**config.mk**
```make
export PLATFORM = sky130hd
export DESIGN_NAME = operand_select_stage
export DESIGN_NICKNAME = d
export VERILOG_FILES = /design/src/rtl/datapath_pkg.sv /design/src/rtl/opsel_entry_reg.sv /design/src/rtl/operand_select_stage.sv
export SDC_FILE = /design/constraint.sdc
export NUM_CORES = 1
export LEC_CHECK = 0
export CAP_MARGIN = 5
export CORE_UTILIZATION = 29
export DETAILED_ROUTE_END_ITERATION = 10
export PLACE_DENSITY_LB_ADDON = 0.2
export SETUP_SLACK_MARGIN = 0.15
export SYNTH_ARGS = -nofsm -noshare
export SYNTH_HDL_FRONTEND = slang
export SYNTH_SLANG_ARGS = --single-unit
```
**constraint.sdc**
```tcl
create_clock -name clock -period 1.17 [get_ports clock]
set_input_delay 0.234 -clock clock [delete_from_list [all_inputs] [get_ports clock]]
set_output_delay 0.234 -clock clock [all_outputs]
set_load 0.03 [all_outputs]
```
**src/rtl/datapath_pkg.sv**
```systemverilog
// datapath_pkg: shared datapath width and operand-source index constants
package datapath_pkg;
  localparam int XLEN = 32;
  localparam int OPSEL_RS = 0;
  localparam int OPSEL_IMM = 1;
  localparam int OPSEL_FWD_MEM = 2;
  localparam int OPSEL_FWD_WB = 3;
endpackage

```
**src/rtl/opsel_entry_reg.sv**
```systemverilog
// opsel_entry_reg: one operand holding entry (data, sel_err, valid) with load and clear
// Ports: clock, reset_n (async active-low); load_i captures data_i/err_i and sets valid;
// clear_i (dominates load_i) empties the entry and zeroes data/err; data_o/err_o/valid_o are the held state.
module opsel_entry_reg
  import datapath_pkg::*;
#(
  parameter int WIDTH = XLEN
) (
  input  logic             clock,
  input  logic             reset_n,
  input  logic             load_i,
  input  logic             clear_i,
  input  logic [WIDTH-1:0] data_i,
  input  logic             err_i,
  output logic [WIDTH-1:0] data_o,
  output logic             err_o,
  output logic             valid_o
);
  logic [WIDTH-1:0] data_q, data_d;
  logic err_q, err_d, valid_q, valid_d;
  always_comb begin
    data_d  = clear_i ? '0 : load_i ? data_i : data_q;
    err_d   = clear_i ? 1'b0 : load_i ? err_i : err_q;
    valid_d = clear_i ? 1'b0 : load_i ? 1'b1 : valid_q;
  end
  always_ff @(posedge clock or negedge reset_n) begin
    if (!reset_n) begin
      data_q  <= '0;
      err_q   <= 1'b0;
      valid_q <= 1'b0;
    end else begin
      data_q  <= data_d;
      err_q   <= err_d;
      valid_q <= valid_d;
    end
  end
  assign data_o  = data_q;
  assign err_o   = err_q;
  assign valid_o = valid_q;
endmodule

```
**src/rtl/operand_select_stage.sv**
```systemverilog
// operand_select_stage: registered operand mux with valid/ready handshake and flush
// Ports: clock, reset_n (async active-low); in_data/in_sel/in_valid/in_ready producer side;
// flush drops all held entries; out_data/out_valid/out_ready consumer side; sel_err marks an
// entry captured with in_sel >= NUM_IN (its data is zero).
// Macro OPSEL_SKID_EN adds a skid entry so in_ready comes straight from a flop.
module operand_select_stage
  import datapath_pkg::*;
#(
  parameter int WIDTH  = XLEN,
  parameter int NUM_IN = 4,
  parameter int SEL_W  = $clog2(NUM_IN)
) (
  input  logic                    clock,
  input  logic                    reset_n,
  input  logic [NUM_IN*WIDTH-1:0] in_data,
  input  logic [SEL_W-1:0]        in_sel,
  input  logic                    in_valid,
  output logic                    in_ready,
  input  logic                    flush,
  output logic [WIDTH-1:0]        out_data,
  output logic                    out_valid,
  input  logic                    out_ready,
  output logic                    sel_err
);
  logic [WIDTH-1:0] cap_data, head_in_data;
  logic cap_err, head_in_err, head_load, head_clear, ret, acc;
  always_comb begin
    cap_data = '0;
    for (int k = 0; k < NUM_IN; k++) cap_data = (in_sel == SEL_W'(k)) ? in_data[k*WIDTH +: WIDTH] : cap_data;
  end
  assign cap_err = int'(in_sel) >= NUM_IN;
`ifdef OPSEL_SKID_EN
  logic [WIDTH-1:0] skid_data;
  logic skid_err, skid_valid, skid_load, skid_clear;
  // A full skid blocks input; on retire the skid entry moves to head ahead of any new input.
  always_comb begin
    in_ready     = !skid_valid;
    ret          = out_valid && out_ready;
    acc          = in_valid && !skid_valid;
    head_load    = skid_valid ? ret : acc && (!out_valid || ret);
    head_clear   = flush || (ret && !head_load);
    skid_load    = acc && out_valid && !ret;
    skid_clear   = flush || (skid_valid && ret);
    head_in_data = skid_valid ? skid_data : cap_data;
    head_in_err  = skid_valid ? skid_err : cap_err;
  end
  opsel_entry_reg #(.WIDTH(WIDTH)) u_skid (
    .clock   (clock),
    .reset_n (reset_n),
    .load_i  (skid_load),
    .clear_i (skid_clear),
    .data_i  (cap_data),
    .err_i   (cap_err),
    .data_o  (skid_data),
    .err_o   (skid_err),
    .valid_o (skid_valid)
  );
`else
  always_comb begin
    in_ready     = !out_valid || out_ready;
    ret          = out_valid && out_ready;
    acc          = in_valid && in_ready;
    head_load    = acc;
    head_clear   = flush || (ret && !acc);
    head_in_data = cap_data;
    head_in_err  = cap_err;
  end
`endif
  // Clear dominates load, so anything accepted during flush is dropped.
  opsel_entry_reg #(.WIDTH(WIDTH)) u_head (
    .clock   (clock),
    .reset_n (reset_n),
    .load_i  (head_load),
    .clear_i (head_clear),
    .data_i  (head_in_data),
    .err_i   (head_in_err),
    .data_o  (out_data),
    .err_o   (sel_err),
    .valid_o (out_valid)
  );
endmodule
```
==> results.py <==
metrics = {
    "timing": {
        "finalSetupTns_ns": -5.489,
        "skew_ns": 0.007334,
        "final.min_clock_period_ns": 1.350,
        "fin_crit_sh_pct": 115.3,
        "rsz0062_at_grt": "true",
        "setup_viol": 34,
        "setup_slack_ns": -0.1795,
        "hold_viol_final": 0,
        "clock.fmax_mhz": 741.0,
        "drv_slew": 0,
    },
    "pwr": {
        "seqPwrFrac_pct": 33.6,
        "p_comb_share_pct": 37.2,
        "internal_power_w": 0.002838,
        "p_sw_w": 0.0009803,
        "clock_power_share_pct": 29.2,
        "p_leak_nw": 1.846,
        "ir_worst_vdd_mv": 0.4786,
        "power_density_nw_per_um2": 894.0,
        "p_sw_share_pct": 25.68,
    },
    "die": {
        "die_h_um": 84.59,
        "std_cell_rows": 29,
        "coreArea_sq_um": 6459,
        "dieArea_sq_um": 7155,
        "die_w_um": 84.59,
        "start_util_pct": 30.63,
        "ios": 170,
    },
    "cts": {
        "cts_buffer_depth": 2,
        "clock-sinks": 33,
        "cts_tree": "yes",
        "clk_latency_ns": 0.28,
        "clk_pin_slew_ns": 0.07,
        "cts-buffers-inserted": 5,
        "root_buffer": "clkbuf_8",
        "htreeDepth": 2,
    },
    "critical_path": {
        "end_kind": "primary output",
        "critPathMaxFanout": 3,
        "crit_buf_inv": 3,
        "critPathMaxStageDelay_ns": 0.37,
        "required_ns": 0.94,
        "worstSetupStartpoint": "u_head.valid_o",
        "start_kind": "flop",
        "slowest_stage": "dfrtp_2",
        "crit_chain": "nor2b_4, inv_4, buf_6, buf_6",
        "reg2reg_slack_ns": -0.18,
        "worst_ep_arrival_time_ns": 1.12,
        "rr_startpoint": "u_head.valid_o",
        "cpLargestDelayFamily": "flip-flops",
        "path_common_cell": "buf_6",
        "path_class": "flop to primary output",
    },
    "synth": {
        "syn-cell-area_sq_um": 1978,
        "synth_nets": 254,
        "ys_types": 16,
        "ys_seq_area_share_pct": 41.75,
        "syn_inst": 119,
        "syn_avg_cell_area_sq_um": 16.62,
        "ys_ff_latch": 33,
        "yosys_warnings": 0,
    },
    "routing": {
        "dr.first_iter.drc_count": 52,
        "vias": 1991,
        "ant_nets": 0,
        "first_pass_iters": 10,
        "wl_per_cell_um": 18.28,
        "drc": 8,
        "routed_via_density": 5.003,
        "wirelength_um": 7274,
    },
    "final_layout": {
        "final_cells": 398,
        "area_delta_synth_final_pct": 115.9,
        "n_antenna_cell": 0,
        "nNetsFinal": 455,
        "drive_gt1_share_pct": 36.76,
        "fill_cells": 493,
    },
    "global_routing": {
        "overflow": 0,
        "met2_usage_pct": 37.77,
        "grt_pass1_wl_um": 10630,
        "grt.total_usage_pct": 19.84,
        "antenna_found_initial": 0,
        "grt_max_degree": 34,
        "grtUsageMet3_pct": 6.391,
        "met1_usage_pct": 21.21,
        "globalRoute.busiestLayer": "met2",
        "grt_pass1_vias": 2095,
    },
    "outcome": {
        "violations": "design-rule violations, negative setup slack",
        "status": "complete, but fails checks",
    },
    "place": {
        "place_worst_setup_slack_ns": -0.4904,
        "port_buffers": 168,
        "dp_cells": 359,
        "place_congestion": 0.6845,
        "dp.final_hpwl_um": 4993,
    },
    "run": {
        "cap_violations": 0,
    },
    "hold_path": {
        "hp-class": "primary input to async pin",
    },
}
[Yosys cell counts, drive strengths merged]
master,n,area [sq um]
mux4,32,728.2
a21oi,1,8.760
nor2,2,7.510
clkbuf,2,7.510
dfrtp,33,825.8
conb,1,3.750
inv,1,3.750
or2,1,6.260
nor3b,1,12.51
buf,12,85.08
nor2b,1,8.760
a22o,32,280.3
[path summary, 6_finish.rpt]
| kind | endpoint | cells after the start |
|---|---|---|
| worst min-delay path | u_head.data_o[18] | 3 |
| worst max register to register | u_head.data_o[25] | 6 |
| min in group clock | u_head.valid_o | 5 |
| max in group asynchronous | u_head.valid_o | 3 |
| worst min register to register | u_head.data_o[20] | 1 |
| worst max-delay path | in_ready | 4 |
[flip-flops by register name, summed over array words and instances, names as in the netlist]
| name | count |
|---|---|
| u_head.data_o | 32 |
| u_head.valid_o | 1 |
[power groups by stage]
stage	registers, W	logic, W	clock network (W)
2_1_floorplan	0.00144	0.000394	0
6_report	0.00128	0.00142	0.00112
3_5_place_dp	0.00129	0.00125	0
4_1_cts	0.00128	0.00137	0.00114
5_1_grt	0.00129	0.00150	0.00120
3_3_place_gp	0.00129	0.00122	0
[worst register-to-register path, cell delays in order, from the launching register on]
cell and delay (ns):
dfrtp_2 0.37, nor2b_4 0.19, buf_6 0.13, nor3b_4 0.04
buf_4 0.16, clkbuf_16 0.16, a22o_1 0.20
[layout make-up]
cell class                      count  area [sq um]  area share, %
Timing Repair Buffer              208          2147          50.28
Clock inverter                      1         30.03         0.7032
Multi-Input combinational cell     71          1077          25.23
Clock buffer                        7         86.33          2.022
Tap cell                           77         96.34          2.256
Sequential cell                    33         827.0          19.37
Inverter                            1         6.256         0.1465
[metrics by stage]
stage / hold WS [ns] / power [W] / instance area [sq um] / util, %
after floorplan: -0.06159 / 0.001839 / 2022 / -
after global placement: 0.2077 / 0.002510 / 3736 / 57.85
after detailed placement: 0.2081 / 0.002536 / 3736 / 57.85
after CTS: 0.4453 / 0.003792 / 4136 / 64.04
after global routing: 0.4703 / 0.003989 / 4270 / 66.12
final: 0.4519 / 0.003818 / 4270 / 66.12
[kinds of logic (layout without fill, tap and decap cells)]
kind of cell | Yosys count | after routing | synth area share (%)
AO/OA/AOI/OAI | 33 | 33 | 14.61
other | 1 | 1 | 0.1896
AND/OR/NAND/NOR | 5 | 5 | 1.771
flip-flops | 33 | 33 | 41.75
multiplexers | 32 | 32 | 36.81
buffers and inverters | 15 | 217 | 4.870
[cells in the final DEF (no fill, tap or decap)]
| master | n |
|---|---|
| clkbuf_16 | 1 |
| buf_6 | 38 |
| nor3b_4 | 1 |
| bufbuf_16 | 1 |
| inv_4 | 1 |
| or2_4 | 1 |
| buf_2 | 2 |
| dlygate4sd2_1 | 2 |
| dfrtp_2 | 1 |
| bufinv_16 | 1 |
| clkbuf_8 | 6 |
| conb_1 | 1 |
| nor2_1 | 2 |
| clkbuf_1 | 1 |
| dfrtp_1 | 32 |
| nor2b_4 | 1 |
| a21oi_4 | 1 |
| mux4_1 | 2 |
| clkdlybuf4s50_1 | 130 |
| buf_4 | 27 |
| dlygate4sd3_1 | 1 |
| mux4_2 | 30 |
| a22o_1 | 32 |
| buf_12 | 6 |
[metal layers]
metal,vias up,routed length [um]
li1,912,-
met1,975,2595
met2,98,4002
met3,6,593
met4,0,82
met5,-,0
[repair_timing]
action | in CTS | in global routing
buffers inserted | 15 | 12
gates resized for setup | 37 | 2
endpoints found under the setup margin | 66 | 66
pin swaps | 0 | 0
cloned | 1 | 2
endpoints found under the hold margin | 33 | 0
hold buffers | 1 | 0
Note: power is estimated with default switching activity, not from simulation.
